### config.mk
export PLATFORM = sky130hd
export DESIGN_NAME = seven_segment_scan
export DESIGN_NICKNAME = d
export VERILOG_FILES = /design/src/rtl/seven_seg_pkg.sv /design/src/rtl/seven_segment.sv /design/src/rtl/seven_segment_scan.sv
export SDC_FILE = /design/constraint.sdc
export NUM_CORES = 1
export LEC_CHECK = 0
export ABC_AREA = 1
export CAP_MARGIN = 20
export CORE_MARGIN = 2
export CORE_UTILIZATION = 57
export DETAILED_ROUTE_END_ITERATION = 6
export DONT_BUFFER_PORTS = 1
export PLACE_DENSITY = 0.82
export SLEW_MARGIN = 20
export SYNTH_ARGS = -nofsm -noshare
export SYNTH_HDL_FRONTEND = slang
export SYNTH_SLANG_ARGS = --single-unit
### constraint.sdc
create_clock -name clk -period 2.1 [get_ports clk]
set_clock_uncertainty 0.2 [all_clocks]
set_input_delay 0.315 -clock clk [delete_from_list [all_inputs] [get_ports clk]]
set_output_delay 0.315 -clock clk [all_outputs]
set_load 0.03 [all_outputs]
### src/rtl/seven_seg_pkg.sv
// Shared types and hex-to-segment patterns for the multiplexed seven-segment driver.
// Patterns are active-high in {g,f,e,d,c,b,a} order.
package seven_seg_pkg;

  typedef logic [6:0] seg_t;

  localparam seg_t SEG_OFF   = 7'b0000000;
  localparam seg_t SEG_HEX_0 = 7'b0111111;
  localparam seg_t SEG_HEX_1 = 7'b0000110;
  localparam seg_t SEG_HEX_2 = 7'b1011011;
  localparam seg_t SEG_HEX_3 = 7'b1001111;
  localparam seg_t SEG_HEX_4 = 7'b1100110;
  localparam seg_t SEG_HEX_5 = 7'b1101101;
  localparam seg_t SEG_HEX_6 = 7'b1111101;
  localparam seg_t SEG_HEX_7 = 7'b0000111;
  localparam seg_t SEG_HEX_8 = 7'b1111111;
  localparam seg_t SEG_HEX_9 = 7'b1101111;
  localparam seg_t SEG_HEX_A = 7'b1110111;
  localparam seg_t SEG_HEX_B = 7'b1111100;
  localparam seg_t SEG_HEX_C = 7'b0111001;
  localparam seg_t SEG_HEX_D = 7'b1011110;
  localparam seg_t SEG_HEX_E = 7'b1111001;
  localparam seg_t SEG_HEX_F = 7'b1110001;

  function automatic seg_t hex_to_seg(input logic [3:0] nib);
    seg_t s;
    s = SEG_OFF;
    case (nib)
      4'h0: s = SEG_HEX_0;
      4'h1: s = SEG_HEX_1;
      4'h2: s = SEG_HEX_2;
      4'h3: s = SEG_HEX_3;
      4'h4: s = SEG_HEX_4;
      4'h5: s = SEG_HEX_5;
      4'h6: s = SEG_HEX_6;
      4'h7: s = SEG_HEX_7;
      4'h8: s = SEG_HEX_8;
      4'h9: s = SEG_HEX_9;
      4'hA: s = SEG_HEX_A;
      4'hB: s = SEG_HEX_B;
      4'hC: s = SEG_HEX_C;
      4'hD: s = SEG_HEX_D;
      4'hE: s = SEG_HEX_E;
      4'hF: s = SEG_HEX_F;
      default: s = SEG_OFF;
    endcase
    return s;
  endfunction

endpackage

### src/rtl/seven_segment.sv
// Combinational hex nibble to active-high seven-segment decoder.
module seven_segment
  import seven_seg_pkg::*;
(
  input  logic [3:0] i_hex,
  output seg_t       o_seg_c
);

  assign o_seg_c = hex_to_seg(i_hex);

endmodule

### src/rtl/seven_segment_scan.sv
// Time-multiplexed N-digit seven-segment scanner with double-buffered digits,
// per-slot dead-time, blank mask and leading-zero suppression.
module seven_segment_scan
  import seven_seg_pkg::*;
#(
  parameter int unsigned NUM_DIGITS     = 4,
  parameter int unsigned REFRESH_DIV    = 1000,
  parameter int unsigned DEAD_CYCLES    = 2,
  parameter bit          SEG_ACTIVE_LOW = 1'b1,
  parameter bit          AN_ACTIVE_LOW  = 1'b1
) (
  input  logic                    clk,
  input  logic                    reset,
  input  logic                    load,
  input  logic [4*NUM_DIGITS-1:0] digits_in,
  input  logic [NUM_DIGITS-1:0]   blank_in,
  input  logic                    lz_en,
  output logic [6:0]              seg,
  output logic [NUM_DIGITS-1:0]   an,
  output logic                    frame_start,
  output logic                    pending
);

  localparam int unsigned DW    = 4 * NUM_DIGITS;
  localparam int unsigned CNT_W = (REFRESH_DIV > 1) ? $clog2(REFRESH_DIV) : 1;
  localparam int unsigned IDX_W = (NUM_DIGITS > 1) ? $clog2(NUM_DIGITS) : 1;

  localparam logic [CNT_W-1:0]      CNT_MAX = CNT_W'(REFRESH_DIV - 1);
  localparam logic [IDX_W-1:0]      IDX_MAX = IDX_W'(NUM_DIGITS - 1);
  localparam seg_t                  SEG_POL = {7{SEG_ACTIVE_LOW}};
  localparam logic [NUM_DIGITS-1:0] AN_POL  = {NUM_DIGITS{AN_ACTIVE_LOW}};

  logic [CNT_W-1:0]      r_cnt;
  logic [IDX_W-1:0]      r_idx;
  logic [DW-1:0]         r_pend_digits;
  logic [DW-1:0]         r_act_digits;
  logic [NUM_DIGITS-1:0] r_pend_blank;
  logic [NUM_DIGITS-1:0] r_act_blank;
  logic                  r_pending;
  seg_t                  r_seg;
  logic [NUM_DIGITS-1:0] r_an;
  logic                  r_frame_start;

  logic [CNT_W-1:0]      w_cnt_nxt;
  logic [IDX_W-1:0]      w_idx_nxt;
  logic                  w_slot_end;
  logic                  w_commit;
  logic                  w_upper_zero;
  logic [NUM_DIGITS-1:0] w_lit;
  logic [3:0]            w_nib;
  logic                  w_cur_lit;
  logic                  w_live;
  logic [NUM_DIGITS-1:0] w_an_hot;
  seg_t                  w_seg_hi;

  // Slot counter and digit index; commit point is the wrap into (0,0)
  always_comb begin
    w_slot_end = (r_cnt == CNT_MAX);
    w_commit   = w_slot_end && (r_idx == IDX_MAX);
    w_cnt_nxt  = r_cnt + CNT_W'(1);
    w_idx_nxt  = r_idx;
    if (w_slot_end) begin
      w_cnt_nxt = '0;
      w_idx_nxt = w_commit ? '0 : r_idx + IDX_W'(1);
    end
  end

  always_ff @(posedge clk or posedge reset) begin
    if (reset) begin
      r_cnt <= '0;
      r_idx <= '0;
    end else begin
      r_cnt <= w_cnt_nxt;
      r_idx <= w_idx_nxt;
    end
  end

  // Double buffer: a load on the commit edge lands in pend after the old pend moves to act
  always_ff @(posedge clk or posedge reset) begin
    if (reset) begin
      r_pend_digits <= '0;
      r_pend_blank  <= '1;
      r_act_digits  <= '0;
      r_act_blank   <= '1;
      r_pending     <= 1'b0;
    end else begin
      if (w_commit && r_pending) begin
        r_act_digits <= r_pend_digits;
        r_act_blank  <= r_pend_blank;
      end
      if (load) begin
        r_pend_digits <= digits_in;
        r_pend_blank  <= blank_in;
      end
      if (load) begin
        r_pending <= 1'b1;
      end else if (w_commit) begin
        r_pending <= 1'b0;
      end
    end
  end

  // Visibility per digit: MSB-down zero run drives leading-zero suppression
  always_comb begin
    w_upper_zero = 1'b1;
    w_lit        = '0;
    for (int k = NUM_DIGITS - 1; k >= 0; k--) begin
      w_upper_zero = w_upper_zero && (r_act_digits[4*k +: 4] == 4'h0);
      w_lit[k]     = !r_act_blank[k] && !(lz_en && (k != 0) && w_upper_zero);
    end
  end

  always_comb begin
    w_nib     = 4'h0;
    w_cur_lit = 1'b0;
    for (int k = 0; k < NUM_DIGITS; k++) begin
      if (r_idx == IDX_W'(k)) begin
        w_nib     = r_act_digits[4*k +: 4];
        w_cur_lit = w_lit[k];
      end
    end
  end

  seven_segment u_dec (
    .i_hex   (w_nib),
    .o_seg_c (w_seg_hi)
  );

  generate
    if (DEAD_CYCLES == 0) begin : g_no_dead
      assign w_live = 1'b1;
    end else begin : g_dead
      assign w_live = (r_cnt >= CNT_W'(DEAD_CYCLES));
    end
  endgenerate

  assign w_an_hot = NUM_DIGITS'(1) << r_idx;

  always_ff @(posedge clk or posedge reset) begin
    if (reset) begin
      r_seg         <= SEG_OFF ^ SEG_POL;
      r_an          <= AN_POL;
      r_frame_start <= 1'b0;
    end else begin
      r_seg         <= (w_cur_lit ? w_seg_hi : SEG_OFF) ^ SEG_POL;
      r_an          <= ((w_cur_lit && w_live) ? w_an_hot : '0) ^ AN_POL;
      r_frame_start <= (r_idx == '0) && (r_cnt == '0);
    end
  end

  assign seg         = r_seg;
  assign an          = r_an;
  assign frame_start = r_frame_start;
  assign pending     = r_pending;

endmodule

=== Word-level counts from Yosys, hierarchy flattened ===
Memory sizes are Yosys's and may differ from the RTL's.
Cells that the tools add are included.

* Register bits: 65
* Bits in read-only memories: 112
* Bits of input ports: 24
* Output and inout port bits: 13
* Word-level logic and storage cells: 60
* Memories: 1

* $add $sub $neg: 2
* Magnitude comparators: 1
* Equal/unequal tests: 4
* Shift operators: 1
* Multiplexer cells: 14
* Bitwise operators: 2
* Reductions and logical operators: 25

{| class="wikitable"
|+ Memory list
! memory !! words !! bits a word !! rd ports !! clocked after Yosys merged registers in !! write ports !! RTL line !! source
|-
| (name not given) || 16 || 7 || 1 || 0 || 0 || seven_seg_pkg.sv:28 || <nowiki>case (nib)</nowiki>
|}

{| class="wikitable"
|+ Operator list
! cell !! count
|-
| 4-bit two-way mux || 5
|-
| 1-bit logical AND || 12
|-
| 4-bit logical NOT || 3
|-
| 10-bit by 1-bit adder with 10-bit output, second input constant || 1
|-
| 10-bit equality test, second input constant || 1
|-
| 10-bit by 2-bit greater-or-equal comparator with 1-bit output, second input constant || 1
|-
| 10-bit logical NOT || 1
|-
| 10-bit two-way mux || 1
|-
| 1-bit logical NOT || 7
|-
| 7-bit two-way mux || 1
|-
| 7-bit inverter || 1
|-
| 1-bit two-way mux || 6
|-
| 2-bit equality test, second input constant || 2
|-
| 4-bit inverter || 1
|-
| 1-bit by 2-bit << shifter with 4-bit output, first input constant || 1
|-
| 2-bit by 1-bit adder with 2-bit output, second input constant || 1
|-
| 2-bit by 1-bit equality test with 1-bit output, second input constant || 1
|-
| 2-bit logical NOT || 1
|-
| 2-bit two-way mux || 1
|-
| 2-bit nonzero test || 1
|}

=== Logic depth before layout (Yosys ltp) ===
Gate-level depths: netlist of run 1.

* Word-level depth: 12
* Gate-level depth with buffers: 14
* Depth with buffers taken out: 14

=== Cells and area by module ===
A second synthesis of run 1 with hierarchy kept.

* Cell total of the unflattened synthesis: 368
* Area total of the unflattened synthesis: 3118.0 µm²

{| class="wikitable"
|+ By module, submodules not included
! module !! times used !! cells an instance !! area an instance (µm²) !! sequential area each (µm²)
|-
| seven_segment_scan || 1 || 316 || 2847.7 || 1650.3
|-
| seven_segment || 1 || 52 || 270.3 || 0.0
|}

=== Worst setup path after synthesis of run 1 ===
No wires, ideal clock.

* Path kind: register to register
* From: register r_idx[0]
* To: register r_seg[3], in the netlist seg[3]
* Library setup time: 0.095 ns
* Data arrival time: 1.874 ns
* Required time: 1.805 ns
* Path slack: -0.069 ns
* Cell stages (with the launch flop): 13
* Buffers on the path: 1
* Clock period less this slack: 2.169 ns
* Cell sequence: dfrtp_1 > inv_1 > ha_1 > buf_2 > inv_1 > nand3_1 > a21boi_1 > inv_1 > ha_1 > inv_1 > nand2_1 > nand3_1 > nand4_1

* Word-level cells in the longest chain between the ends: 8
* Elaborated cells between the ends (all ways): 15
* Those cells by class: 3 x eq/ne; 9 x mux; 1 x bitwise; 1 x reduce/logical; 1 x memory

{| class="wikitable"
|+ RTL lines
! element !! RTL line !! source
|-
| start: declaration || seven_segment_scan.sv:34 || <nowiki>logic [IDX_W-1:0] r_idx;</nowiki>
|-
| start signal: assignment || seven_segment_scan.sv:74 || <nowiki>r_idx <= w_idx_nxt;</nowiki>
|-
| 2-bit logical NOT || seven_segment_scan.sv:117 || <nowiki>if (r_idx == IDX_W'(k)) begin</nowiki>
|-
| 4-bit two-way mux (4 in a row) || seven_segment_scan.sv:117 ||
|-
| memory 16 x 7 bit || -- ||
|-
| 7-bit two-way mux (*) || seven_segment_scan.sv:145 || <nowiki>r_seg <= (w_cur_lit ? w_seg_hi : SEG_OFF) ^ SEG_POL;</nowiki>
|-
| 7-bit inverter (no source line) (*) || -- ||
|-
| end signal: assignment || seven_segment_scan.sv:141 || <nowiki>r_seg <= SEG_OFF ^ SEG_POL;</nowiki>
|-
| end signal: assignment || seven_segment_scan.sv:145 ||
|-
| end: declaration || seven_segment_scan.sv:40 || <nowiki>seg_t r_seg;</nowiki>
|}

Mark *: on every way between the ends. The rest lies on a longest branch, timed or not.
A chain may end at the register's enable or synchronous reset.

=== Worst setup path in the final report of run 1 ===
* From: register r_idx[1]
* To: register r_seg[3], in the netlist seg[3]

The elaborated chain is that of the path after synthesis.

==> results of run 1 <==
==> final timing paths <==
| kind | start | to | slack [ns] | cells after the start |
|---|---|---|---|---|
| setup / recovery | r_idx[1] | seg[3] | 0.007 | 12 |
| hold / removal | load | r_pend_blank[2] | 0.24 | 3 |
| setup reg to reg | r_idx[1] | seg[3] | 0.007 | 12 |
| hold reg to reg | r_act_blank[0] | r_act_blank[0] | 0.28 | 2 |
| max in group asynchronous | reset | r_pend_blank[1] | 0.77 | 3 |
| min in group asynchronous | reset | r_pend_digits[11] | 0.31 | 2 |
==> metrics by stage <==
step / utilization / total power, uW / TNS (ns) / std cells
finish: 0.7212 / 2760 / 0 / 476
global route: 0.7212 / 2860 / -0.3199 / 476
CTS: 0.7021 / 2786 / 0 / 475
detailed placement: 0.6092 / 1410 / -0.1020 / 437
global placement: 0.6092 / 1405 / 0 / 437
floorplan: - / 1393 / 0 / 366
==> sequential cells by signal, indices dropped and copies added, names as in the netlist <==
| name | count |
|---|---|
| an | 4 |
| seg | 7 |
| r_pend_digits | 16 |
| r_pend_blank | 4 |
| r_cnt | 10 |
| r_act_digits | 16 |
| r_act_blank | 4 |
| r_idx | 2 |
| frame_start | 1 |
| pending | 1 |
==> cells in the mapped netlist <==
cell type / count / area share
dfstp_2: 19 / 0.16
and2_0: 1 / 0.0020
a211oi_1: 1 / 0.0024
nor2_1: 18 / 0.021
o21ai_0: 25 / 0.039
clkbuf_1: 4 / 0.0047
o21ai_2: 21 / 0.058
ha_1: 13 / 0.051
inv_2: 4 / 0.0047
nand4_1: 7 / 0.014
or3_1: 1 / 0.0020
nor2_2: 1 / 0.0020
nor3_2: 1 / 0.0031
xor2_1: 3 / 0.0082
o21bai_1: 1 / 0.0024
nand3b_1: 3 / 0.0071
nand3_1: 16 / 0.025
inv_1: 51 / 0.060
nand2_1: 101 / 0.12
a21oi_1: 14 / 0.022
nand4_2: 1 / 0.0039
buf_6: 4 / 0.014
o21ai_1: 1 / 0.0016
nor3_1: 2 / 0.0031
nand2_2: 3 / 0.0059
dfrtp_1: 46 / 0.36
buf_2: 3 / 0.0047
a21boi_1: 1 / 0.0024
==> worst min-delay path: stages <==
cell	delay, ns
buf_2	0.28
nand2_1	0.11
o21ai_0	0.07
==> report_power, final <==
part	internal [uW]	total, uW	switching (uW)
clock	856	1330	474
combinational	47.7	128	80.4
sequential	1290	1300	9.24
==> timing repair <==
item,4_1_cts,5_1_grt
resized for setup,10,24
setup buffers,0,1
hold endpoints to repair,39,0
pin swaps,0,7
hold buffers,22,0
setup endpoints to repair,5,5
cloned,0,0
==> routing by layer <==
metal	vias up	routed length (um)	GRT usage
met5	-	0	0
met4	0	156	0.1224
met3	17	309	0.04432
met2	76	3226	0.3624
met1	1180	2750	0.2820
li1	1217	-	-
==> final cells by class <==
cell class / instances / area, um^2
Timing Repair Buffer: 33 / 322.8
Multi-Input combinational cell: 235 / 1386
Fill cell: 396 / 1516
Sequential cell: 65 / 1652
Clock inverter: 4 / 98.84
Inverter: 55 / 217.7
Tap cell: 72 / 90.09
Clock buffer: 12 / 155.1
==> kinds of logic after synthesis <==
kind of cell | share of synthesized area
and+or+nand+nor | 0.2078
buffers and inverters | 0.08823
DFF | 0.5173
AOI/OAI and AO/OA | 0.1275
adders and majority gates | 0.05098
xor gates and xnor gates | 0.008237
==> impl_metrics.ini, run 1 <==
[finish]
layout_commonest_cell = nand2_1
fin_area_mm2 = 0.003923
layout-drive-gt1-share = 0.2550
antennaDiodeCount = 0
final_nets = 436
final_cell_mix = nand2_1, dfrtp_1, inv_1, o21ai_0
synthToLayoutAreaGrowth_pct = 22.94

[sta]
layout_min_cycle_time_ns = 2.093
worst_pin_slew_ns = 0.5832
hold_ws_ns = 0.2436
setup_ws_ns = 0.007219
setup_viol = 0
final_hold_viol_count = 0
drv_slew = 0
max_freq_ghz = 0.4778
slew_headroom = 0.6104
rsz0062_at_grt = true
fin_crit_sh = 0.9966

[floorplan]
num_io_pins = 37
die_area_mm2 = 0.006212
dieHeight_um = 78.82
rows = 27
coreArea_mm2 = 0.005439
initial_core_util = 0.5866
die_x_um = 78.82

[grt]
grt.total_usage = 0.2232
grt_pass1_wl_um = 10720
overflow = 0
grt_pass1_vias = 2468
grt_max_degree = 42
antenna_found_initial = 0

[place]
portBuffers = 0
place_ws_ns = -0.06118
dp_hpwl_um = 4036
globalplace.congestion = 0.8404
dpl-instance-area_mm2 = 0.003313

[clocking]
numCtsBuffers = 9
insertion_delay_ns = 0.34
clock_path_buffers = 2
clkSlewWorstSetupHoldPaths_ns = 0.07
cts.sinks = 65
cts_tree = built
htree_num_levels = 3
cts_root_buffer = clkbuf_8

[power_and_ir_drop]
p_leak_uw = 0.001903
p_per_area_mw_per_mm2 = 703.7
ir_worst_vdd_v = 0.0004825

[setup_path]
crit_chain = inv_2 -> ha_4 -> inv_4 -> nand3_2 -> nand3_2 -> a21boi_2 -> inv_2 -> ha_4 -> inv_2 -> nand2_2 -> nand3_1 -> nand4_1
path_common_cell = inv_2
cp_top_family = adder cells
crit_type = reg2reg
worstSetupEndpointType = register
cpPeakStageDelay_ns = 0.44
cp_data_arrival_time_ns = 2.16
crit_required_ns = 2.17
path_buf_inv = 4
worst-path-max-fanout = 6
start_kind = register
crit_slowest_cell = dfrtp_1

[logic_synthesis]
yosysSeqAreaShare = 0.5173
ys_types = 28
syn_area_per_cell_um2 = 8.717
synthesis.instances = 366
syn_area_mm2 = 0.003191
ys_seq_elements = 65
yosysWarnings = 0
synthesis.nets = 403

[outcome]
status = finished clean

[routing]
wl_um = 6443
drt_iter0_markers = 137
post_drt_wl_per_cell_um = 13.54
via_count = 2490
drtPass1Iterations = 5
drc = 0
antenna_left = 0
viasPerCell = 5.231

[flow_run]
drv_cap = 0

[hold_path]
hold_path_class = in2reg
Note: power is estimated with default switching activity, not from simulation.
==> run 2: changes to the inputs <==
Settings changed: CORE_UTILIZATION 57 to 50, PLACE_DENSITY 0.82 to 0.75.
==> run 2 against run 1 <==
Effect of this change: wire length decreased by 4.7%; clock-buffer cell count increased by 1; sequential share of layout area increased by 0.38 points; combinational power about the same; clock power decreased by 20%; critical path depth unchanged; fmax increased by 2.5%; critical path type unchanged; largest power group is now registers.
==> impl_metrics.ini, run 2 (synthesis results as in run 1) <==
[power_and_ir_drop]
p_sw_uw = 548.6
p_leak_uw = 0.001910
combPwrFrac = 0.052
p_per_area_mw_per_mm2 = 643.4
p_int_uw = 1954
pwr-share-clk = 0.428
p_seq_frac = 0.520
swShare = 0.2192
ir_worst_vdd_v = 0.0005657

[setup_path]
reg2reg_from = r_idx[1]
cp_top_family = flip-flops
crit_type = reg2reg
path_buf_inv = 4
worstSetupEndpointType = register
worst-path-max-fanout = 6
cp_data_arrival_time_ns = 2.12
crit_required_ns = 2.18
crit_slowest_cell = dfrtp_2
crit_start = r_idx[1]
cpPeakStageDelay_ns = 0.45
start_kind = register
crit_chain = inv_4 -> ha_4 -> inv_4 -> nand3_2 -> nand3_2 -> a21boi_2 -> inv_2 -> ha_4 -> inv_2 -> nand2_2 -> nand3_1 -> nand4_1

[floorplan]
initial_core_util = 0.5083
die_area_mm2 = 0.007036
die_x_um = 83.88
num_io_pins = 37
coreArea_mm2 = 0.006277
rows = 29
dieHeight_um = 83.88

[sta]
final_hold_viol_count = 0
fin_crit_sh = 0.9718
drv_slew = 0
worst_pin_slew_ns = 0.4337
max_freq_ghz = 0.4900
tns_ns = 0
rsz0062_at_grt = true
setup_viol = 0
setup_ws_ns = 0.05916
layout_min_cycle_time_ns = 2.041
slew_headroom = 0.7108

[routing]
drt_iter0_markers = 174
wl_met2_um = 2890
wl_um = 6138
via_count = 2468
viasPerCell = 5.120
top_layer = met4
post_drt_wl_per_cell_um = 12.73
wl_met3_um = 265
drc = 0
antenna_left = 0
wl_met1_um = 2819
drtPass1Iterations = 6

[flow_run]
drv_cap = 0

[outcome]
status = finished clean

[hold_path]
hold_path_class = in2reg
hold_start = load

[finish]
synthToLayoutAreaGrowth_pct = 21.92
reg_top3 = r_act_digits: 16 flops, r_pend_digits: 16 flops, r_cnt: 10 flops
final_cell_mix = nand2_1, inv_1, dfrtp_1, o21ai_0, o21ai_2
final_nets = 437
final_core_util = 0.6197
layout-drive-gt1-share = 0.2494
fin_area_mm2 = 0.003890
layout_commonest_cell = nand2_1
fin_cells = 482
antennaDiodeCount = 0

[clocking]
insertion_delay_ns = 0.35
htree_num_levels = 3
cts_tree = built
cts.sinks = 65
cts_root_buffer = clkbuf_8
numCtsBuffers = 9
clock_path_buffers = 2
clkSlewWorstSetupHoldPaths_ns = 0.07

[place]
globalplace.congestion = 0.9089
dp_hpwl_um = 4056
dp_cells = 441
dpl-instance-area_mm2 = 0.003312
place_ws_ns = -0.09332
portBuffers = 0

[grt]
grt_pass1_wl_um = 10630
grt.total_usage = 0.1919
antenna_found_initial = 0
overflow = 0
grt_pass1_vias = 2340
grt_max_degree = 66
==> run 2: path summary, 6_finish.rpt <==
check                                         to  slack (ns)  cells past startpoint
worst min register to register  r_act_digits[11]        0.29                      2
worst max-delay path                      seg[3]        0.06                     12
max in group asynchronous        r_pend_blank[3]        1.05                      3
worst max register to register            seg[3]        0.06                     12
worst min-delay path             r_pend_blank[2]        0.05                      2
min in group asynchronous        r_act_digits[0]        0.33                      3
==> run 2: layer usage <==
metal | vias to the layer above | global-route usage
met5 | - | 0
met4 | 0 | 0.08651
met3 | 17 | 0.05836
met2 | 66 | 0.2865
met1 | 1162 | 0.2583
li1 | 1223 | -
==> run 2: final cells by class <==
| cell class | count | area (um^2) |
|---|---|---|
| fillers | 542 | 2387 |
| flip-flops and latches | 65 | 1653 |
| multi-input cells | 235 | 1374 |
| repair buffers | 34 | 352.8 |
| inverters | 55 | 215.2 |
| clock buffers | 13 | 158.9 |
| well taps | 77 | 96.34 |
| clock inverters | 3 | 40.04 |
==> run 2: through the flow <==
stage | total power (uW) | hold slack (ns)
floorplan | 1393 | 0.2210
global placement | 1406 | 0.1045
detailed placement | 1411 | 0.1086
CTS | 2529 | 0.03791
global route | 2610 | 0.07219
finish | 2503 | 0.04514
==> run 2: power by group through the flow <==
stage	sequential (uW)	clock [uW]	combinational, uW
floorplan	1320	0	71.7
global placement	1320	0	84.5
detailed placement	1320	0	87.9
CTS	1300	1090	134
global route	1300	1150	152
finish	1300	1070	130
==> run 2: repair_timing <==
item                                    in CTS  in global routing
endpoints found under the setup margin       5                  7
endpoints found under the hold margin       67                  0
pin swaps                                    0                  6
gates resized for setup                     12                 22
buffers inserted                             0                  3
hold buffers                                22                  0
==> run 3: changes to the inputs <==
Settings changed: CORE_MARGIN 2 to not set.
==> run 3 against run 2 <==
Effect of this change: setup slack gained 0.015 ns; via count shrank 2.6%; cell count grew 0.41%; critical path type unchanged; largest cell class unchanged.
==> impl_metrics.ini, run 3 (synthesis results as in run 1) <==
[routing]
wl_um = 6090
wl_met2_um = 2930
wl_met1_um = 2794
wl_met3_um = 225
via_count = 2405
drtPass1Iterations = 6
viasPerCell = 4.969
drt_iter0_markers = 150
top_layer = met4
drc = 0
antenna_left = 0
post_drt_wl_per_cell_um = 12.58

[sta]
setup_viol = 0
hold_ws_ns = 0.05073
setup_ws_ns = 0.07427
layout_min_cycle_time_ns = 2.026
max_freq_ghz = 0.4936
rsz0062_at_grt = true
drv_slew = 0
slew_headroom = 0.6812
worst_pin_slew_ns = 0.4772
fin_crit_sh = 0.9646
final_hold_viol_count = 0

[setup_path]
path_buf_inv = 3
crit_type = reg2reg
crit_chain = buf_4 -> ha_4 -> inv_1 -> nand3_1 -> a21boi_2 -> buf_4 -> ha_2 -> nand3_1 -> nand2_1 -> nand2_1 -> nand4_1
cp_top_family = flip-flops
crit_slowest_cell = dfrtp_1
start_kind = register
worstSetupEndpointType = register
crit_required_ns = 2.18
cp_data_arrival_time_ns = 2.11
cpPeakStageDelay_ns = 0.41
worst-path-max-fanout = 8

[clocking]
cts_tree = built
htree_num_levels = 3
cts_root_buffer = clkbuf_8
cts.sinks = 65
clock_path_buffers = 2
clkSlewWorstSetupHoldPaths_ns = 0.07
insertion_delay_ns = 0.35
numCtsBuffers = 9

[finish]
layout_commonest_cell = nand2_1
synthToLayoutAreaGrowth_pct = 21.84
final_nets = 441
reg_top3 = r_act_digits: 16 flops, r_pend_digits: 16 flops, r_cnt: 10 flops
fillers = 473
layout-drive-gt1-share = 0.2347
antennaDiodeCount = 0
fin_area_mm2 = 0.003887
final_cell_mix = nand2_1, inv_1, dfrtp_1, o21ai_0

[grt]
overflow = 0
grt_pass1_vias = 2445
grt.total_usage = 0.2084
grt_max_degree = 42
grt_pass1_wl_um = 10270
antenna_found_initial = 0

[floorplan]
initial_core_util = 0.5295
die_area_mm2 = 0.006704
num_io_pins = 37
coreArea_mm2 = 0.006026
die_x_um = 81.88
rows = 28
dieHeight_um = 81.88

[power_and_ir_drop]
p_per_area_mw_per_mm2 = 696.1
p_leak_uw = 0.001918
ir_worst_vdd_v = 0.0004514

[place]
globalplace.congestion = 0.8642
dp_hpwl_um = 4085
dpl-instance-area_mm2 = 0.003347
place_ws_ns = -0.03886
portBuffers = 0

[flow_run]
drv_cap = 0

[hold_path]
hold_path_class = in2reg

[outcome]
status = finished clean
-- run 3: cell count changes in the layout (fill, tap and decap cells not counted), moves of 2 or more --
cell and change:
nand3_2 -2, bufinv_16 +2, inv_1 +2, ha_1 +2, nand3_1 +2, buf_6 -2, buf_4 +6, ha_4 -3
clkbuf_8 -2, nand2_1 +2
-- run 3: routing by layer --
metal	GRT usage	up-vias
met4	0.1088	0
met2	0.3413	61
li1	-	1229
met5	0	-
met1	0.2482	1100
met3	0.05778	15
-- run 3: worst paths after layout --
check | depth (start not counted) | slack [ns] | start | end
max | 11 | 0.07 | r_idx[1] | seg[0]
min | 2 | 0.05 | load | r_pend_blank[0]
max reg2reg | 11 | 0.07 | r_idx[1] | seg[0]
min reg2reg | 2 | 0.28 | r_act_blank[2] | r_act_blank[2]
max in group asynchronous | 3 | 0.83 | reset | an[2]
min in group asynchronous | 2 | 0.27 | reset | r_pend_digits[11]
-- run 3: worst reg2reg max path: stages, from the launching register on --
cell and delay [ns]:
dfrtp_1 0.41, buf_4 0.15, ha_4 0.18, inv_1 0.07, nand3_1 0.10, a21boi_2 0.18
buf_4 0.16, ha_2 0.21, nand3_1 0.08, nand2_1 0.07, nand2_1 0.05, nand4_1 0.09
-- run 3: layout make-up --
type	instances	area, um^2	area share
well taps	75	93.84	0.02414
clock inverters	5	103.9	0.02671
flip-flops and latches	65	1652	0.4248
multi-input cells	235	1319	0.3392
clock buffers	11	131.4	0.03379
inverters	55	212.7	0.05472
repair buffers	38	375.4	0.09656
-- run 3: timing repair --
action / CTS / global route
hold buffers: 22 / 0
gates cloned: 0 / 0
endpoints found under the setup margin: 5 / 7
endpoints found under the hold margin: 40 / 0
pin swaps: 0 / 1
setup buffers: 1 / 1
resized for setup: 5 / 13
-- run 3: through the flow --
step	setup TNS [ns]	util	cells	total power, uW
2_1_floorplan	0	-	366	1393
3_5_place_dp	-0.04492	0.5554	444	1414
6_report	0	0.6451	484	2706
3_3_place_gp	0	0.5554	444	1409
4_1_cts	0	0.6364	483	2730
5_1_grt	-0.07294	0.6451	484	2812
-- run 3: power by group --
| part | total (uW) | internal, uW | leakage, uW | switching (uW) |
|---|---|---|---|---|
| clock network | 1270 | 789 | 0.000118 | 481 |
| registers | 1300 | 1290 | 0.000790 | 9.02 |
| logic | 135 | 54.2 | 0.00101 | 80.4 |
| total | 2710 | 2140 | 0.00192 | 570 |
